--- src/rtl/counter_run_ctrl.sv ---
// rtl/counter_run_ctrl.sv - command sequencer driving an external 8-bit up/down counter
//
// Purpose: accepts run commands (direction, step count, optional pre-clear) and drives
// the counter's CE / UpDown / synchronous-clear pins, reporting progress and completion.
// Optional feature macro: COUNTER_RUN_CTRL_SAT_EN adds a saturation guard and sat_hit_o.
//
// Ports:
//   clk_i, rst_ni          clock, asynchronous active-low reset
//   cmd_valid_i/cmd_ready_o command handshake (ready only in IDLE)
//   cmd_dir_i, cmd_len_i, cmd_clr_i  command fields (1=up, step count, pre-clear)
//   abort_i                terminate the current run
//   cnt_value_i            current counter value (used by the saturation guard)
//   cnt_ce_o, cnt_updown_o, cnt_clear_o  counter control pins
//   busy_o, done_o, steps_done_o, aborted_o  status
//   sat_hit_o              run ended by saturation guard (macro builds only)
module counter_run_ctrl (
   input  logic       clk_i,
   input  logic       rst_ni,
   input  logic       cmd_valid_i,
   output logic       cmd_ready_o,
   input  logic       cmd_dir_i,
   input  logic [7:0] cmd_len_i,
   input  logic       cmd_clr_i,
   input  logic       abort_i,
   input  logic [7:0] cnt_value_i,
   output logic       cnt_ce_o,
   output logic       cnt_updown_o,
   output logic       cnt_clear_o,
   output logic       busy_o,
   output logic       done_o,
   output logic [7:0] steps_done_o,
   output logic       aborted_o
`ifdef COUNTER_RUN_CTRL_SAT_EN
   ,
   output logic       sat_hit_o
`endif
);

   typedef enum logic [1:0] {
      S_IDLE  = 2'd0,
      S_CLEAR = 2'd1,
      S_RUN   = 2'd2,
      S_DONE  = 2'd3
   } state_t;

   state_t     state_q, state_d;
   logic [7:0] len_q, len_d;
   logic [7:0] steps_q, steps_d;
   logic       aborted_q, aborted_d;
   // Direction is stored inverted so every latched field resets to 0 while the
   // UpDown pin still comes out of reset as 1 (count up).
   logic       dir_n_q, dir_n_d;
   logic [7:0] steps_inc;

   assign steps_inc = steps_q + 8'd1;

`ifdef COUNTER_RUN_CTRL_SAT_EN
   logic sat_q, sat_d;
   logic sat_now;
   // The next CE would wrap the counter past its end stop.
   assign sat_now = (!dir_n_q && (cnt_value_i == 8'hFF)) ||
                    ( dir_n_q && (cnt_value_i == 8'h00));
`else
   logic unused_cnt_value;
   assign unused_cnt_value = ^cnt_value_i;
`endif

   always_ff @(posedge clk_i or negedge rst_ni) begin
      if (!rst_ni) begin
         state_q   <= S_IDLE;
         len_q     <= 8'd0;
         steps_q   <= 8'd0;
         aborted_q <= 1'b0;
         dir_n_q   <= 1'b0;
`ifdef COUNTER_RUN_CTRL_SAT_EN
         sat_q     <= 1'b0;
`endif
      end else begin
         state_q   <= state_d;
         len_q     <= len_d;
         steps_q   <= steps_d;
         aborted_q <= aborted_d;
         dir_n_q   <= dir_n_d;
`ifdef COUNTER_RUN_CTRL_SAT_EN
         sat_q     <= sat_d;
`endif
      end
   end

   always_comb begin
      state_d     = state_q;
      len_d       = len_q;
      steps_d     = steps_q;
      aborted_d   = aborted_q;
      dir_n_d     = dir_n_q;
      cnt_ce_o    = 1'b0;
      cnt_clear_o = 1'b0;
`ifdef COUNTER_RUN_CTRL_SAT_EN
      sat_d       = sat_q;
`endif
      case (state_q)
         S_IDLE: begin
            if (cmd_valid_i) begin
               len_d     = cmd_len_i;
               dir_n_d   = ~cmd_dir_i;
               steps_d   = 8'd0;
               aborted_d = 1'b0;
`ifdef COUNTER_RUN_CTRL_SAT_EN
               sat_d     = 1'b0;
`endif
               if (cmd_clr_i)
                  state_d = S_CLEAR;
               else if (cmd_len_i != 8'd0)
                  state_d = S_RUN;
               else
                  state_d = S_DONE;
            end
         end
         S_CLEAR: begin
            if (abort_i) begin
               aborted_d = 1'b1;
               state_d   = S_DONE;
            end else begin
               cnt_clear_o = 1'b1;
               state_d     = (len_q != 8'd0) ? S_RUN : S_DONE;
            end
         end
         S_RUN: begin
            // Abort outranks the saturation guard; both suppress CE this cycle.
            if (abort_i) begin
               aborted_d = 1'b1;
               state_d   = S_DONE;
            end
`ifdef COUNTER_RUN_CTRL_SAT_EN
            else if (sat_now) begin
               sat_d   = 1'b1;
               state_d = S_DONE;
            end
`endif
            else begin
               cnt_ce_o = 1'b1;
               steps_d  = steps_inc;
               if (steps_inc == len_q)
                  state_d = S_DONE;
            end
         end
         S_DONE: begin
            state_d = S_IDLE;
         end
         default: begin
            state_d = S_IDLE;
         end
      endcase
   end

   assign cmd_ready_o  = (state_q == S_IDLE);
   assign busy_o       = (state_q == S_CLEAR) || (state_q == S_RUN);
   assign done_o       = (state_q == S_DONE);
   assign cnt_updown_o = ~dir_n_q;
   assign steps_done_o = steps_q;
   assign aborted_o    = aborted_q;
`ifdef COUNTER_RUN_CTRL_SAT_EN
   assign sat_hit_o    = sat_q;
`endif

endmodule

--- config.mk ---
export PLATFORM = sky130hd
export DESIGN_NAME = counter_run_ctrl
export DESIGN_NICKNAME = d
export VERILOG_FILES = /design/src/rtl/counter_run_ctrl.sv
export SDC_FILE = /design/constraint.sdc
export NUM_CORES = 1
export LEC_CHECK = 0
export ABC_AREA = 1
export CORE_AREA = 2 2 60 62
export DETAILED_ROUTE_END_ITERATION = 6
export DIE_AREA = 0 0 62 64
export GPL_TIMING_DRIVEN = 0
export PLACE_DENSITY = 0.68
export SLEW_MARGIN = 20
export SYNTH_ARGS = -nofsm -noshare
export SYNTH_HDL_FRONTEND = slang
export SYNTH_SLANG_ARGS = --single-unit
export TNS_END_PERCENT = 10
--- constraint.sdc ---
create_clock -name clk_i -period 2.4 [get_ports clk_i]
set_clock_uncertainty 0.2 [all_clocks]
set_input_delay 0.6 -clock clk_i [delete_from_list [all_inputs] [get_ports clk_i]]
set_output_delay 0.6 -clock clk_i [all_outputs]
set_load 0.1 [all_outputs]
==> summary.txt, run 1 <==
Antenna violations before repair -> 0
Crit path kind -> in -> out
Library cells used by synthesis -> 19
Cells after synthesis -> 182
Status -> complete, no violations
Via count -> 1186
Crit-path leading delay family -> buffers and inverters
Worst Min Path Start -> dir_n_q
Critical Path Source Type -> input port
TritonCTS clock tree -> built
CP max stage cell -> clkdlybuf4s50_1
Share of flip-flops with an asynchronous set or reset -> 100%
Vias in the first global route -> 1003
Io pins -> 37
First-pass GRT wire length -> 4.46 mm
Mean post-synth cell area -> 6.90 um^2
Reg2reg setup slack -> 0.43 ns
FF-to-FF path depth -> 7
Peak VDD IR -> 0.535 mV
Nets -> 242
CTS Root Cell -> clkbuf_4
Setup TNS -> 0 ns
GRT Overall Usage -> 14.8%
Slew headroom -> 36.7%
CTS Sinks -> 20
Top post-synthesis cells by area -> dfrtp_1, nand2_1, inv_1
Post-Synthesis Cell Area -> 1250 um^2
Final hold violation count -> 0
Most frequent cells in the layout -> nand2_1, inv_1, nand3_1
CP Max Fanout -> 4
Final Non-Filler Cells -> 259
Worst min-delay path class -> reg -> reg
Clock Tree Buf Depth -> 2
WP data required -> 1.60 ns
RR Endpoint -> steps_done_o[3]
Hold endpoint -> dir_n_q
Crit share post-route -> 98.3%
Starting Density -> 38.2%
CP endpoint kind -> output pin
Share of post-route cells with drive strength above 1 -> 11.3%
Sequential element share of the synthesized area -> 39.9%
# rows -> 21
Wirelength per Cell -> 10.4 um
DP Worst Slack -> -0.862 ns
RSZ-0062 raised after global routing -> no
DR iter-0 viols -> 59
Final Core Density -> 48.3%
Worst r2r src -> state_q[0]
MaxCap Viol Count -> 0
YS warnings -> 0
Worst path cell trace -> clkdlybuf4s50_1 > nor2_2 > buf_6
Setup ws final -> 0.0416 ns
Die Span Y -> 64 um
Clock buffer count from CTS -> 3
Clk_lat worst skew -> 0.29 ns
Post-route ant nets -> 0
Filler cell count -> 353
Placed Cells incl. Taps -> 256
Yosys reg bits -> 20
Total iterations of the first detailed-routing run -> 4
Die W -> 62 um
Worst hold path stage count -> 2
Fmax -> 0.424 GHz
Grt total ovfl -> 0
Commonest non-fill, non-tap cell in the layout -> nand2_1
Largest area contributor in the netlist -> dfrtp_1
Clk slew on worst S/H paths -> 0.11 ns
Worst Tran Pin Value -> 0.953 ns
Total power -> 1.87 mW
Vias per cell -> 4.58
Register area -> 500 um^2
WP buf/inv -> 2
GPL Wtd Cong -> 0.857
IO buf count -> 28
Pwr/cell area -> 1180 nW/um^2
EDFF count, synth -> 0
Area of the multi-input gates -> 628 um^2
CP arrival -> 1.56 ns
Post-DP HPWL -> 2.19 mm
Synth Net Count -> 209
Max Slew Vio Count -> 0
Final setup fails -> 0
Diode count -> 0
Crit-path max cell delay -> 0.49 ns
Total wire length -> 2.69 mm
H-tree Lvls -> 1
Core Region -> 3280 um^2
Top flip-flop cell by instance count after synthesis -> dfrtp_1
CTS Hold Buffers Added -> 0
# DRC -> 0
Share of the synthesized area in the top cell type -> 39.9%
Largest net degree at the start of global routing -> 21
Leak -> 0.772 nW
P&R area growth vs syn -> 26.3%
Fin crit period -> 2.36 ns
Die area -> 3970 um^2
[cells by family (layout without fill, tap and decap cells)]
logic type,after synthesis,in the layout,synth area share [%]
AOI/OAI and AO/OA,25,25,10.6
xor gates and xnor gates,2,2,1.40
adders and majority gates,5,5,4.99
buffers and inverters,35,66,10.5
DFF,20,20,39.9
and+or+nand+nor,95,95,32.7
[worst max-delay path by stage]
stage / from / end / slack [ns] / depth (start not counted)
floorplan: steps_done_o[0] / state_q[0] / -0.09 / 12
global placement: abort_i / cnt_ce_o / -0.86 / 3
detailed placement: abort_i / cnt_ce_o / -0.86 / 3
CTS: dir_n_q / cnt_updown_o / 0.0004 / 2
global route: state_q[0] / busy_o / 0.004 / 3
finish: abort_i / cnt_ce_o / 0.04 / 3
[cells in the mapped netlist, types with 2 or more instances]
library cell	number
nand2_1	50
ha_1	5
inv_1	34
dfrtp_1	20
nand2_2	2
nor2_2	2
o21ai_0	19
nor2_1	14
nand4_1	3
o22ai_1	3
nand3_1	22
[where the power goes]
group | internal [mW] | switching (mW) | total [mW]
Clock | 0.0583 | 0.0981 | 0.156
Sequential | 0.446 | 0.102 | 0.548
Combinational | 0.290 | 0.879 | 1.17
Total | 0.795 | 1.08 | 1.87
[layer usage]
| layer | global-route usage [%] | part of all wire (%) | vias to the layer above |
|---|---|---|---|
| met5 | 0 | 0 | - |
| met4 | 3.99 | 0.74 | 0 |
| met3 | 2.43 | 3.6 | 2 |
| met2 | 22.7 | 46 | 20 |
| met1 | 21.1 | 49 | 522 |
| li1 | - | - | 642 |
[state kept, by name, indices dropped and copies added (netlist names)]
name and cells:
dir_n_q 1, aborted_o 1, state_q 2, len_q 8, steps_done_o 8
[final cells by class]
| type | instances | share of cell area, % |
|---|---|---|
| buffer | 1 | 0.237 |
| clock buffer | 3 | 1.42 |
| inverter | 34 | 8.05 |
| multi-input combinational | 127 | 39.6 |
| sequential | 20 | 31.6 |
| tap | 46 | 3.63 |
| timing repair buffer | 28 | 15.5 |
[worst reg2reg max path, delay by kind of cell (launching register included)]
| kind | cells | cell delay, ns |
|---|---|---|
| AOI/OAI and AO/OA | 1 | 0.20 |
| buffers and inverters | 3 | 0.35 |
| and+or+nand+nor | 2 | 0.49 |
| DFF | 1 | 0.42 |
| adders and majority gates | 1 | 0.23 |
[stage by stage]
stage / instance area [um^2] / hold WS, ns
after CTS: 1610 / 0.311
after floorplan: 1260 / 0.104
after global routing: 1590 / 0.334
after detailed placement: 1600 / 0.281
final: 1590 / 0.309
after global placement: 1600 / 0.277
[timing repair]
item	4_1_cts	5_1_grt
gates resized for setup	45	10
buffers inserted	0	0
endpoints found under the setup margin	15	7
Power figures use the tool's default switching activity.
==> run 2, diff against run 1 <==
--- a/config.mk
+++ b/config.mk
@@ -11,6 +11,7 @@
 export DIE_AREA = 0 0 62 64
 export GPL_TIMING_DRIVEN = 0
 export PLACE_DENSITY = 0.68
+export SKIP_CTS_REPAIR_TIMING = 1
 export SLEW_MARGIN = 20
 export SYNTH_ARGS = -nofsm -noshare
 export SYNTH_HDL_FRONTEND = slang
==> run 2 against run 1 <==
Against the previous run:
- wire length increased by 0.15%
- combinational power hardly changed
- clock-buffer cell count unchanged
- worst setup slack better by 0.0013 ns
- clock power about the same
- via count is 0.34% higher
- sequential cell count unchanged
- sequential power barely moved
- critical path type unchanged
- critical endpoint unchanged
==> summary.txt, run 2 (synthesis gave the netlist of run 1 again) <==
Reg2reg setup slack -> 0.43 ns (about the same)
Crit share post-route -> 98.2% (was 98.3%)
Die W -> 62 um (unchanged)
Crit path kind -> in -> out (unchanged)
IO buf count -> 28 (unchanged)
Most frequent cells in the layout -> nand2_1, inv_1, nand3_1 (unchanged)
Max Slew Vio Count -> 0 (unchanged)
Final setup fails -> 0 (unchanged)
Grt total ovfl -> 0 (unchanged)
P&R area growth vs syn -> 29.4% (was 26.3%)
Nets -> 242 (unchanged)
Peak VDD IR -> 0.549 mV (was 0.535 mV)
Worst min-delay path class -> reg -> reg (unchanged)
Total power -> 1.88 mW (was 1.87 mW)
Crit-path max cell delay -> 0.49 ns (about the same)
RR Endpoint -> steps_done_o[3] (unchanged)
Worst path cell trace -> clkdlybuf4s50_1 > nor2_2 > buf_6 (unchanged)
Diode count -> 0 (unchanged)
Worst Tran Pin Value -> 0.964 ns (was 0.953 ns)
FF-to-FF path depth -> 7 (unchanged)
Clk slew on worst S/H paths -> 0.11 ns (about the same)
Clock buffer count from CTS -> 3 (unchanged)
Core Region -> 3280 um^2 (unchanged)
GPL Wtd Cong -> 0.857 (unchanged)
Leak -> 0.903 nW (was 0.772 nW)
H-tree Lvls -> 1 (unchanged)
Fmax -> 0.424 GHz (about the same)
CP arrival -> 1.56 ns (about the same)
WP data required -> 1.60 ns (about the same)
CTS Root Cell -> clkbuf_4 (unchanged)
Commonest non-fill, non-tap cell in the layout -> nand2_1 (unchanged)
Final Core Density -> 49.4% (was 48.3%)
CTS Sinks -> 20 (unchanged)
Critical Path Source Type -> input port (unchanged)
Via count -> 1190 (was 1186)
CP max stage cell -> clkdlybuf4s50_1 (unchanged)
Post-DP HPWL -> 2.19 mm (unchanged)
CP endpoint kind -> output pin (unchanged)
TritonCTS clock tree -> built (unchanged)
First-pass GRT wire length -> 4.46 mm (unchanged)
Filler cell count -> 343 (was 353)
Vias in the first global route -> 1003 (unchanged)
Die area -> 3970 um^2 (unchanged)
Wirelength per Cell -> 10.4 um (about the same)
Worst hold path stage count -> 2 (unchanged)
Total iterations of the first detailed-routing run -> 4 (unchanged)
Share of post-route cells with drive strength above 1 -> 7.51% (was 11.3%)
Fin crit period -> 2.36 ns (about the same)
# rows -> 21 (unchanged)
Finished Cell Area -> 1620 um^2 (was 1590 um^2)
Slew headroom -> 35.6% (was 36.7%)
Hold endpoint -> dir_n_q (unchanged)
RSZ-0062 raised after global routing -> no (unchanged)
Clock Tree Buf Depth -> 2 (unchanged)
Io pins -> 37 (unchanged)
CP Max Fanout -> 4 (unchanged)
Vias per cell -> 4.59 (was 4.58)
Clk_lat worst skew -> 0.29 ns (about the same)
DR iter-0 viols -> 44 (was 59)
Setup TNS -> 0 ns (unchanged)
Antenna violations before repair -> 0 (unchanged)
Worst r2r src -> state_q[0] (unchanged)
GRT Overall Usage -> 14.8% (unchanged)
Fin Hold WS -> 0.309 ns (about the same)
Final hold violation count -> 0 (unchanged)
# DRC -> 0 (unchanged)
Largest net degree at the start of global routing -> 21 (unchanged)
Total wire length -> 2.69 mm (about the same)
Post-route ant nets -> 0 (unchanged)
Status -> complete, no violations (unchanged)
Worst Min Path Start -> dir_n_q (unchanged)
MaxCap Viol Count -> 0 (unchanged)
Die Span Y -> 64 um (unchanged)
Pwr/cell area -> 1160 nW/um^2 (was 1180 nW/um^2)
Starting Density -> 38.2% (unchanged)
Area after DPL -> 1600 um^2 (unchanged)
==> run 2: worst max-delay path by stage <==
stage                               start         end  slack, ns
after floorplan           steps_done_o[0]  state_q[0]      -0.09
after global placement            abort_i    cnt_ce_o      -0.86
after detailed placement          abort_i    cnt_ce_o      -0.86
after CTS                         abort_i    cnt_ce_o      -0.86
after global routing           state_q[0]      busy_o      0.004
final                             abort_i    cnt_ce_o       0.04
==> run 2: critical path, delay by kind of cell <==
family	cells	cell delay [ns]
buffers and inverters	2	0.74
and+or+nand+nor	1	0.21
==> run 2: report_power, final <==
| part | switching (mW) | internal [mW] | total (mW) |
|---|---|---|---|
| combinational | 0.878 | 0.303 | 1.18 |
| sequential | 0.101 | 0.446 | 0.548 |
| clock | 0.0975 | 0.0583 | 0.156 |
==> run 2: final cells by class <==
| cell class | count | area [um^2] | area share [%] |
|---|---|---|---|
| repair buffers | 28 | 284 | 17.5 |
| inverters | 34 | 128 | 7.86 |
| multi-input cells | 127 | 628 | 38.7 |
| flip-flops and latches | 20 | 500 | 30.8 |
| plain buffers | 1 | 3.75 | 0.231 |
| clock buffers | 3 | 22.5 | 1.39 |
| well taps | 46 | 57.6 | 3.54 |
==> run 2: stage by stage <==
| stage | setup WS [ns] | instances |
|---|---|---|
| floorplan | -0.0887 | 182 |
| global placement | -0.861 | 256 |
| detailed placement | -0.862 | 256 |
| CTS | -0.857 | 259 |
| global route | 0.00423 | 259 |
| finish | 0.0428 | 259 |
==> run 2: routing by layer <==
metal  up-vias  global-route usage, %  wire length [um]
met3         2                   2.43                99
li1        643                      -                 -
met2        20                   22.7              1250
met4         0                   3.99                20
met1       525                   21.1              1320
met5         -                      0                 0
